`src/rtl/ad9866_spi_ctrl.sv`:
```
// ad9866_spi_ctrl: AD9866 reset pulse, init-table playback, then round-robin
// arbitration of runtime register writes onto the codec serial port.
module ad9866_spi_ctrl #(
   parameter int CLK_DIV    = 4,
   parameter int RST_CYCLES = 64,
   parameter int INIT_LEN   = 8
) (
   input  logic        clk,
   input  logic        rst,
   output logic [4:0]  init_idx,
   input  logic [12:0] init_word,
   input  logic        req0_valid,
   input  logic [4:0]  req0_addr,
   input  logic [7:0]  req0_data,
   output logic        req0_ack,
   input  logic        req1_valid,
   input  logic [4:0]  req1_addr,
   input  logic [7:0]  req1_data,
   output logic        req1_ack,
   output logic        init_done,
   output logic        busy,
   output logic        ad9866_rst_n,
   output logic        ad9866_sclk,
   output logic        ad9866_sdio,
   output logic        ad9866_sen_n
);
   localparam int HW = $clog2(CLK_DIV) + 1;
   localparam int RW = $clog2(RST_CYCLES) + 1;
   localparam logic [HW-1:0] HALF_END = HW'(CLK_DIV - 1);
   localparam logic [HW-1:0] GAP_END  = HW'(2 * CLK_DIV - 1);
   localparam logic [RW-1:0] RST_END  = RW'(RST_CYCLES - 1);
   localparam logic [4:0]    LAST_IDX = 5'(INIT_LEN - 1);
   typedef enum logic [2:0] {RST_HOLD, RST_WAIT, INIT_FETCH, SHIFT, GAP, IDLE} state_t;
   state_t state, nxt;
   logic [1:0] rst_sync;
   logic rst_q;
   logic [HW-1:0] hc;
   logic [RW-1:0] rc;
   logic [3:0] bc;
   logic [15:0] sr;
   logic last, grant, take, hc_end;
   assign rst_q = rst_sync[1];
   assign ad9866_sdio = sr[15];
   // asserts together with rst, releases two clocks after it
   always_ff @(posedge clk or posedge rst)
      if (rst) rst_sync <= 2'b11;
      else rst_sync <= {rst_sync[0], 1'b0};
   always_comb begin
      hc_end = hc == HALF_END;
      grant = req1_valid && (!req0_valid || !last);
      take = state == IDLE && init_done && (req0_valid || req1_valid);
      nxt = state;
      case (state)
         RST_HOLD:   nxt = rc == RST_END ? RST_WAIT : RST_HOLD;
         RST_WAIT:   nxt = rc == RST_END ? INIT_FETCH : RST_WAIT;
         INIT_FETCH: nxt = rc == RW'(1) ? SHIFT : INIT_FETCH;
         SHIFT:      nxt = hc_end && ad9866_sclk && bc == 4'd15 ? GAP : SHIFT;
         GAP:        nxt = hc != GAP_END ? GAP : !init_done && init_idx != LAST_IDX ? INIT_FETCH : IDLE;
         IDLE:       nxt = take ? SHIFT : IDLE;
         default:    nxt = RST_HOLD;
      endcase
   end
   always_ff @(posedge clk or posedge rst_q)
      if (rst_q) begin
         state <= RST_HOLD;
         rc <= '0;
         hc <= '0;
         bc <= '0;
         sr <= '0;
         last <= 1'b1;
         init_idx <= '0;
         init_done <= 1'b0;
         busy <= 1'b1;
         ad9866_rst_n <= 1'b0;
         ad9866_sclk <= 1'b0;
         ad9866_sen_n <= 1'b1;
         req0_ack <= 1'b0;
         req1_ack <= 1'b0;
      end else begin
         state <= nxt;
         rc <= nxt != state ? '0 : rc + 1'b1;
         hc <= nxt != state || (state == SHIFT && hc_end) ? '0 : hc + 1'b1;
         busy <= nxt != IDLE;
         ad9866_rst_n <= nxt != RST_HOLD;
         ad9866_sen_n <= nxt != SHIFT;
         req0_ack <= take && !grant;
         req1_ack <= take && grant;
         if (take) last <= grant;
         // data moves on at the end of each high phase, so SDIO only changes while SCLK is low
         if (state == INIT_FETCH && nxt == SHIFT) sr <= {3'b000, init_word};
         else if (take) sr <= {3'b000, grant ? req1_addr : req0_addr, grant ? req1_data : req0_data};
         else if (state == SHIFT && hc_end && ad9866_sclk) begin
            sr <= sr << 1;
            bc <= bc + 1'b1;
         end
         if (state == SHIFT && hc_end) ad9866_sclk <= !ad9866_sclk;
         if (state == GAP && nxt != GAP && !init_done) begin
            if (init_idx == LAST_IDX) init_done <= 1'b1;
            else init_idx <= init_idx + 1'b1;
         end
      end
endmodule
```
`config.mk`:
```
export PLATFORM = sky130hd
export DESIGN_NAME = ad9866_spi_ctrl
export DESIGN_NICKNAME = d
export VERILOG_FILES = /design/src/rtl/ad9866_spi_ctrl.sv
export SDC_FILE = /design/constraint.sdc
export NUM_CORES = 1
export LEC_CHECK = 0
export ABC_CLOCK_PERIOD_IN_PS = 1440
export CAP_MARGIN = 20
export CORE_MARGIN = 2
export CORE_UTILIZATION = 30
export CTS_CLUSTER_DIAMETER = 100
export CTS_CLUSTER_SIZE = 16
export DETAILED_ROUTE_END_ITERATION = 8
export GPL_ROUTABILITY_DRIVEN = 0
export MAX_ROUTING_LAYER = met4
export SYNTH_ARGS = -nofsm -noshare
export SYNTH_HDL_FRONTEND = slang
export SYNTH_SLANG_ARGS = --single-unit
```
`constraint.sdc`:
```
create_clock -name clk -period 1.44 [get_ports clk]
set_input_delay 0.216 -clock clk [delete_from_list [all_inputs] [get_ports clk]]
set_output_delay 0.216 -clock clk [all_outputs]
set_load 0.05 [all_outputs]
```
# Yosys cells after proc, flatten, opt, wreduce, memory -nomap -nowiden
# Index checks and enable logic that the tools add are counted.
[totals]
reg_bits = 48
[op_classes]
reduce_logical = 27
bitwise_logic = 3
eq_ne = 17
n_addsub = 4
n_mux = 15
[ops]
columns = ["cell", "count"]
rows = [
  ["2-to-1 mux 16 bit", 3],
  ["one-hot mux 3 bit (6 select lines)", 1],
  ["2-to-1 mux 3 bit", 5],
  ["logical AND 1 bit", 13],
  ["equality test 3 x 2 -> 1 bit, second input constant", 4],
  ["!= test 3 bit, second input constant", 3],
  ["2-to-1 mux 8 bit", 1],
  ["adder 7 x 1 -> 7 bit, second input constant", 1],
  ["equality test 7 x 1 -> 1 bit, second input constant", 1],
  ["equality test 7 x 6 -> 1 bit, second input constant", 1],
  ["2-to-1 mux 7 bit", 1],
  ["equality test 3 bit, second input constant", 2],
  ["nonzero test 3 bit", 2],
  ["adder 5 x 1 -> 5 bit, second input constant", 1],
  ["equality test 5 x 3 -> 1 bit, second input constant", 1],
  ["logical NOT 1 bit", 5],
  ["2-to-1 mux 5 bit", 1],
  ["!= test 5 x 3 -> 1 bit, second input constant", 1],
  ["adder 4 x 1 -> 4 bit, second input constant", 1],
  ["equality test 4 bit, second input constant", 1],
  ["AND reduction 2 bit", 2],
  ["adder 3 x 1 -> 3 bit, second input constant", 1],
  ["equality test 3 x 1 -> 1 bit, second input constant", 1],
  ["logical NOT 3 bit", 1],
  ["7 further kinds", 12],
]

# Logic depth before layout (Yosys ltp)
[logic_depth]
ltp_word = 9
depth_mapped = 8
ltp_nobuf = 7

# Least setup slack after synthesis
# OpenSTA, ideal clock, no wires.
[synth_timing]
path_kind = "flip-flop to flip-flop"
from = "reg init_idx[0]"
to = "reg ad9866_rst_n"
slack_ns = -0.883
arrival_ns = 2.192
path_stages_with_launch = 7
path_cell_list = "dfrtp_1 -> ha_1 -> a31oi_1 -> and3_1 -> clkbuf_1 -> or4_1 -> or3_1"
[synth_between]
elab_chain_cells = 6
[synth_lines]
columns = ["item", "line", "source"]
rows = [
  ["start, declared", "10", "output logic [4:0] init_idx,"],
  ["start signal, assigned", "99", "else init_idx <= init_idx + 1'b1;"],
  ["!= test 5 x 3 -> 1 bit", "58", "GAP: nxt = hc != GAP_END ? GAP : !init_done && init_idx != LAST_IDX ? INIT_FETCH : IDLE;"],
  ["logical AND 1 bit", "58", ""],
  ["2-to-1 mux 3 bit (2 in a row)", "58", ""],
  ["one-hot mux 3 bit (6 select lines)", "53", "case (state)"],
  ["via nxt[1]", "34", "state_t state, nxt;"],
  ["nonzero test 3 bit", "84", "ad9866_rst_n <= nxt != RST_HOLD;"],
  ["end signal, assigned", "74", "ad9866_rst_n <= 1'b0;"],
  ["end signal, assigned", "84", ""],
  ["end, declared", "22", "output logic ad9866_rst_n,"],
]
# The timed path passes the listed nets, and every way through them passes these cells.
# A chain may end at the register's enable or synchronous reset.

# Worst setup path after layout
[layout_timing]
from = "reg hc[0]"
to = "reg ad9866_rst_n"
[layout_between]
elab_chain_cells = 6
elab_cells_between_ends = 8
classes_between = "eq/ne: 2; mux: 3; reduce/logical: 3"
[layout_lines]
columns = ["item", "line", "source"]
rows = [
  ["start, declared", "37", "logic [HW-1:0] hc;"],
  ["start signal, assigned", "82", "hc <= nxt != state || (state == SHIFT && hc_end) ? '0 : hc + 1'b1;"],
  ["equality test 3 x 2 -> 1 bit", "49", "hc_end = hc == HALF_END;"],
  ["logical AND 1 bit (2 in a row)", "57", "SHIFT: nxt = hc_end && ad9866_sclk && bc == 4'd15 ? GAP : SHIFT;"],
  ["2-to-1 mux 3 bit", "57", ""],
  ["one-hot mux 3 bit (6 select lines) (*)", "53", ""],
  ["via nxt[1]", "34", ""],
  ["nonzero test 3 bit (*)", "84", ""],
]
# Mark *: on every way through the listed nets, which the timed path passes. The rest lies on a longest branch.

==> metrics <==
drt wl/cell 13.19 um; clock latency of the later-clocked register in the worst-skew pair around 310 ps; category of the worst setup path capture point flop; count of nets after finishing 413; final cycle utilization of the critical path 140.9%; power density normalized to cell area roughly 640 nW/um^2; cell count of the worst reg-to-reg path 6; utilization after layout a little over half; synthesized area per cell ~9.5 um^2; portion of total power attributed to the clock network a little under two fifths; RSZ-0062 raised after global routing yes; post-layout instance count excluding filler cells between 400 and 500; pin count of the biggest net entering global routing 47; worst-case setup slack after placement -603.0 ps; drt drc 0; floorplan core area 7607 um^2; total of warnings raised by yosys 0; Max Clock Freq just under 500 MHz; overall routed net length between 6 and 7 mm; crit path from hc[0]$_DFF_PP0_; clock transition at the registers of the reported paths about 90 ps; sequential fraction of design power between 50% and 60%; Starting Density ~31%; Max Clock Skew ~7.4 ps; total half-perimeter wirelength after legalization and detailed placement 4.423 mm; ratio of cells with drive above 1 in the final layout ~36%; register bit count reported by yosys 48; Critical Path Source Type flop; final period demand of the worst path between 2000 and 2500 ps; P_sw 0.5410 mW; floorplan die height 91.96 um; total routing usage reported by global routing roughly 16%; TritonCTS Buffers 5; violations in the final reports negative setup slack; number of inserted filler cells in the final layout slightly below 700; TritonCTS clock tree done; total design power 2.562 mW; initial antenna violation count 0; CP max FO 2; Post-Place Cells between 400 and 500; area growth from synthesis to layout 72.24%; static power due to leakage roughly 1.7 nW; flop2flop setup slack -590 ps; internal cell power between 2 and 2.5 mW; critical path's largest stage delay slightly above 500 ps; Final WS setup -588.3 ps; Worst Path Arrival ~2200 ps; critical path's slowest cell or4_4; Ports 56; final setup violating endpoints 42; Netlist cell types 42; run status finished, violations left; hold violation total from the final report 0; Hold Worst Slack ~230 ps; DRT iter0 DRCs 55; number of nets with antenna violations after detailed routing 0; cell repeated most along the worst path ha_4; nets in the synthesized netlist ~300; Worst Path Required 1620 ps; Sinks on Clock Net 48; final-layout setup total negative slack -15,290 ps; RR Startpoint hc[0]$_DFF_PP0_; relative max-transition margin between 60 and 70%; Setup CP Type flop to flop; Antenna Cells 0; number of buffers added to fix hold violations after cts 0; DP Area roughly 3500 um^2; TritonRoute pass-1 iters 4; global-route wire length before repair slightly above 10 mm; final instance area around 4000 um^2; via count of the first global-routing pass ~2,300; slew at the pin closest to its max-slew limit slightly above 500 ps; relative contribution of combinational cells to total power about 8.4%; IO Port Bufs 55; maximum vdd ir drop 0.0003763 V; count of vias placed by the detailed router ~2,200; grt total ovfl 0; post-synthesis sequential area ratio a little over half; pins over their slew limit 0; routed via count divided by cell count about 4.8; row count 32; die width slightly above 90 um; Hold/Removal Path Class input pin to async pin; number of maximum-capacitance violations 0; cells after synthesis about 240; die area between 8000 and 9000 um^2; Clk Tree Root Cell clkbuf_8; H-Tree Depth 2; maximum root-to-sink buffer count 2; list of cells traversed by the critical path ha_4, ha_4, nor2b_4, and3_4, or4_4, or3_1; endpoint of the lowest-slack register-to-register path ad9866_rst_n$_DFF_PP0_; switching part of the total power roughly a fifth; post-synth design cell area 2321 um^2
==> registers in the layout, indices dropped and copies added, names as in the netlist <==
signal / count
sr: 16
rc: 7
init_idx: 5
bc: 4
hc: 3
state: 3
rst_sync: 2
ad9866_rst_n: 1
ad9866_sclk: 1
ad9866_sen_n: 1
busy: 1
init_done: 1
last: 1
req0_ack: 1
req1_ack: 1
==> power by group through the flow <==
stage	Sequential, mW	Combinational (mW)	Clock, mW
2_1_floorplan	1.41	0.0627	0
3_3_place_gp	1.41	0.216	0
3_5_place_dp	1.41	0.218	0
4_1_cts	1.38	0.219	0.999
5_1_grt	1.38	0.233	1.04
6_report	1.38	0.215	0.967
==> area by class of cell <==
cell class / count / area [um^2] / area share [%]
clock buffers: 6 / 72.57 / 1.815
multi-input cells: 178 / 1269 / 31.74
repair buffers: 121 / 1242 / 31.08
clock inverters: 2 / 35.03 / 0.8764
well taps: 102 / 127.6 / 3.192
flip-flops and latches: 48 / 1217 / 30.45
inverters: 9 / 33.78 / 0.8451
==> cell usage after synthesis, drive strengths merged <==
| library cell | n | area share [%] |
|---|---|---|
| dfrtp | 43 | 46 |
| nor2 | 42 | 6.8 |
| nand2 | 38 | 6.1 |
| nand3 | 17 | 3.9 |
| o221ai | 12 | 4.5 |
| xnor2 | 10 | 3.8 |
| inv | 9 | 1.5 |
| clkbuf | 8 | 1.3 |
| ha | 7 | 3.8 |
| dfstp | 5 | 5.7 |
| and3 | 4 | 1.1 |
| nand4 | 4 | 1.1 |
| nor2b | 4 | 1.1 |
| a21oi | 3 | 0.65 |
| a22o | 3 | 1.1 |
| nand2b | 3 | 0.81 |
| nor3 | 3 | 0.65 |
| xor2 | 3 | 1.1 |
| a31oi | 2 | 0.54 |
| o311ai | 2 | 0.75 |
| or2 | 2 | 0.65 |
| or3 | 2 | 0.54 |
| or4 | 2 | 0.81 |
| a21bo | 1 | 0.43 |
| a21boi | 1 | 0.32 |
| a21o | 1 | 0.32 |
| a221o | 1 | 0.43 |
| a311o | 1 | 0.43 |
| a311oi | 1 | 0.38 |
| a31o | 1 | 0.38 |
| a32oi | 1 | 0.38 |
| a41oi | 1 | 0.38 |
| buf | 1 | 0.16 |
| conb | 1 | 0.16 |
| mux2 | 1 | 0.49 |
| nor4 | 1 | 0.27 |
| nor4b | 1 | 0.38 |
| o211ai | 1 | 0.32 |
| o21ai | 1 | 0.22 |
==> placed cells by master (no fill, tap or decap), types with 2 or more instances in the layout <==
cell type         n
buf_4            49
clkdlybuf4s50_1  42
nor2_1           40
dfrtp_1          35
nand2_1          34
buf_6            15
buf_12           14
nand3_1          13
o221ai_1         12
xnor2_1           9
dfrtp_2           8
inv_1             7
dfstp_2           5
clkbuf_8          5
nand4_1           4
nand2_2           4
ha_4              4
and3_1            3
nand2b_1          3
nor2b_1           3
nand3_4           3
a21oi_1           3
xor2_1            3
a22o_1            3
or4_4             2
or3_1             2
nor3_1            2
or2_4             2
ha_1              2
==> kinds of logic after synthesis <==
family,after synthesis,synth area share [%]
AND/OR/NAND/NOR,123,24.15
flip-flops,48,52.02
AO/OA/AOI/OAI,33,11.59
buffers and inverters,18,2.911
XOR/XNOR,13,4.906
adder cells (fa/ha/maj),7,3.773
other,1,0.1616
multiplexers,1,0.4851
==> critical path, delay by kind of cell, from the launching register on <==
family                     cells  cell delay (ps)
and+or+nand+nor                4             1160
DFF                            1              420
adders and majority gates      2              330
==> per-layer routing <==
layer	part of all wire, %	global-route usage [%]	wire, um	vias up
li1	-	-	-	1087
met1	43	18.60	2643	1074
met2	51	26.59	3152	52
met3	4.3	3.451	264	6
met4	1.4	5.473	85	0
met5	0	-	0	-
==> what timing repair did <==
item                                    CTS  global route
gates resized for setup                  42            10
endpoints found under the hold margin     0             0
setup buffers                            14             3
pin swaps                                10             7
cloned                                    1             0
endpoints found under the setup margin   45            44
==> worst max path at each step <==
stage                                        end  cells after the start
after global placement    ad9866_rst_n$_DFF_PP0_                      5
after detailed placement  ad9866_rst_n$_DFF_PP0_                      5
after CTS                 ad9866_rst_n$_DFF_PP0_                      6
final                     ad9866_rst_n$_DFF_PP0_                      6
after floorplan           ad9866_rst_n$_DFF_PP0_                      6
after global routing      ad9866_rst_n$_DFF_PP0_                      6
Power figures use the tool's default switching activity.
==> patch (config.mk and constraints unchanged) <==
Re-encode `state_t` (6 states) as one-hot, 6 bits wide.
--- a/src/rtl/ad9866_spi_ctrl.sv
+++ b/src/rtl/ad9866_spi_ctrl.sv
@@ -31,5 +31,5 @@
    localparam logic [RW-1:0] RST_END  = RW'(RST_CYCLES - 1);
    localparam logic [4:0]    LAST_IDX = 5'(INIT_LEN - 1);
-   typedef enum logic [2:0] {RST_HOLD, RST_WAIT, INIT_FETCH, SHIFT, GAP, IDLE} state_t;
+   typedef enum logic [5:0] {RST_HOLD = 6'b000001, RST_WAIT = 6'b000010, INIT_FETCH = 6'b000100, SHIFT = 6'b001000, GAP = 6'b010000, IDLE = 6'b100000} state_t;
    state_t state, nxt;
    logic [1:0] rst_sync;
Check against the original RTL: same outputs for any inputs over 10 cycles, from zero or initial values and one cycle with rst high; not proved beyond that.
==> patch against the original RTL <==
- the flow still finishes with violations (negative setup slack)
- final cell count is 13% higher
- clock skew is 4.7 ps higher
- synthesized area is 17% higher
- first-iteration DRC count is 110% higher
- routed wire length is 39% higher
- largest cell class unchanged
- sequential cell count is 3 higher
- cell area is 23% higher
- synthesized cell count is 14% higher
- highest routed layer unchanged
- total power is 6.6% higher
- setup slack worse by 220 ps
==> patch: results (changes against the original RTL) <==
status - finished, violations left (unchanged)
Num CTS Buffers - 5 (unchanged)
LEAKAGE - 2.19 nW (was 1.71 nW)
H-Tree Depth - 2 (unchanged)
Yosys warnings - 0 (unchanged)
vias in the first global route - 2683 (was 2250)
clock slew at reported path FFs - 90 ps (about the same)
register area share after synthesis - 47.1% (was 52.0%)
max-cap viol count - 0 (unchanged)
largest net degree at the start of global routing - 17 (was 47)
share of layout cells above drive strength 1 - 44.6% (was 36.3%)
slowest stage delay, CP - 480 ps (was 510 ps)
DR WL met2 - 4.44 mm (was 3.15 mm)
met1 wire length - 3.70 mm (was 2.64 mm)
ys async rst share - 100% (unchanged)
fillers - 742 (was 686)
area leader, netlist - dfrtp_1 (unchanged)
commonest cells in the netlist - 45 x dfrtp_1, 33 x nand2_1, 26 x nor2_1 (was 43 x dfrtp_1, 42 x nor2_1, 38 x nand2_1)
Inst Count DP - 489 (was 444)
delay-heaviest family, CP - simple AND/OR/NAND/NOR gates (unchanged)
grt met3 use - 2.18% (was 3.45%)
design area - 4920 µm² (was 4000 µm²)
final WL - 8.52 mm (was 6.15 mm)
critical path's slowest cell - a2111o_1 (was or4_4)
GRT Total Usage - 16.6% (was 15.7%)
largest registers - sr (16), rc (7), state (6) (was sr (16), rc (7), init_idx (5))
post-route setup slack - -813 ps (was -588 ps)
Area contributors post-synth - dfrtp_1 41%, dfstp_2 5.8%, mux2i_1 4.8%, nand2_1 4.5%, nor2_1 3.6% (was dfrtp_1 46%, nor2_1 6.8%, nand2_1 6.1%, dfstp_2 5.7%, o221ai_1 4.5%)
post-cts resize count - 62 (was 42)
post-place setup slack - -851 ps (was -603 ps)
Nets - 468 (was 413)
worst-path maximum fanout - 4 (was 2)
Final setup violation count - 48 (was 42)
initial drt markers - 114 (was 55)
uppermost layer routed - met4 (unchanged)
Worst Hold Class - in -> async (unchanged)
Vias/cell - 5.10 (was 4.76)
synth unique cells - 49 (was 42)
grt met1 use - 20.7% (was 18.6%)
skew final - 12.2 ps (was 7.43 ps)
Internal - 0.00215 W (was 0.00202 W)
ANT nets after route - 0 (unchanged)
Worst-Skew Late Latency - 310 ps (about the same)
WL per Instance - 16.2 µm (was 13.2 µm)
CTS root buf - clkbuf_8 (unchanged)
syn_nets - 329 (was 294)
first-pass GRT wire length - 12.8 mm (was 10.3 mm)
cell count after synthesis - 279 (was 244)
met2 Usage GRT - 27.9% (was 26.6%)
met3 WL - 183 µm (was 264 µm)
worst vdd ir - 0.349 mV (was 0.376 mV)
number of synthesized flops with an enable pin - 0 (unchanged)
antenna cells - 0 (unchanged)
area of placed instances - 3980 µm² (was 3550 µm²)
drt pass-1 iters - 4 (unchanged)
postcts setup bufs - 15 (was 14)
violated checks - negative setup slack (unchanged)
Post-DP HPWL - 5.21 mm (was 4.42 mm)
hold_buf cts - 0 (unchanged)
## patch: cell count changes in the layout (fill, tap and decap cells not counted), sizes merged, moves of 4 or more
cell    before  now
a31oi        2   12
nor4         1   10
o221ai      12    0
nor2        42   26
buf         79  106
mux2i        0   13
o21ai        1    5
nand2       38   33
a21oi        3    7
o211ai       1   12
nand3       17    8
## patch: power groups by stage
stage | Clock, W | Sequential (W) | Combinational [W]
floorplan | 0 | 0.00147 | 0.0000584
global placement | 0 | 0.00147 | 0.000211
detailed placement | 0 | 0.00147 | 0.000213
CTS | 0.00110 | 0.00144 | 0.000215
global route | 0.00116 | 0.00144 | 0.000230
finish | 0.00108 | 0.00144 | 0.000213
## patch: metrics by stage
step / setup TNS [ps] / hold WS (ps)
floorplan: -21870 / 128
global placement: -24720 / 249
detailed placement: -24880 / 259
CTS: -24470 / 214
global route: -27270 / 232
finish: -24150 / 215
## patch: path summary, 6_finish.rpt
kind | from | end | slack, ps | depth (start not counted)
worst max-delay path | state[2] | hc[0] | -810 | 7
worst min-delay path | rst | rst_sync[0] | 210 | 2
worst max register to register | state[2] | hc[0] | -810 | 7
worst min register to register | rst_sync[1] | rc[2] | 250 | 1
max in group asynchronous | rst_sync[1] | sr[11] | 640 | 2
min in group clk | rst_sync[0] | rst_sync[1] | 360 | 0
## patch: cells by family after synthesis
| group | share of synthesized area, % |
|---|---|
| muxes | 5.60 |
| adders and majority gates | 3.21 |
| other | 0.138 |
| DFF | 47.1 |
| buffers and inverters | 4.73 |
| xor gates and xnor gates | 4.18 |
| and+or+nand+nor | 20.4 |
| AOI/OAI and AO/OA | 14.6 |
## patch: layout make-up
type,instances,area share (%)
tap,108,2.74
clock buffer,6,1.68
multi-input combinational,202,35.6
inverter,9,0.762
sequential,51,26.2
clock inverter,2,0.788
timing repair buffer,149,32.2
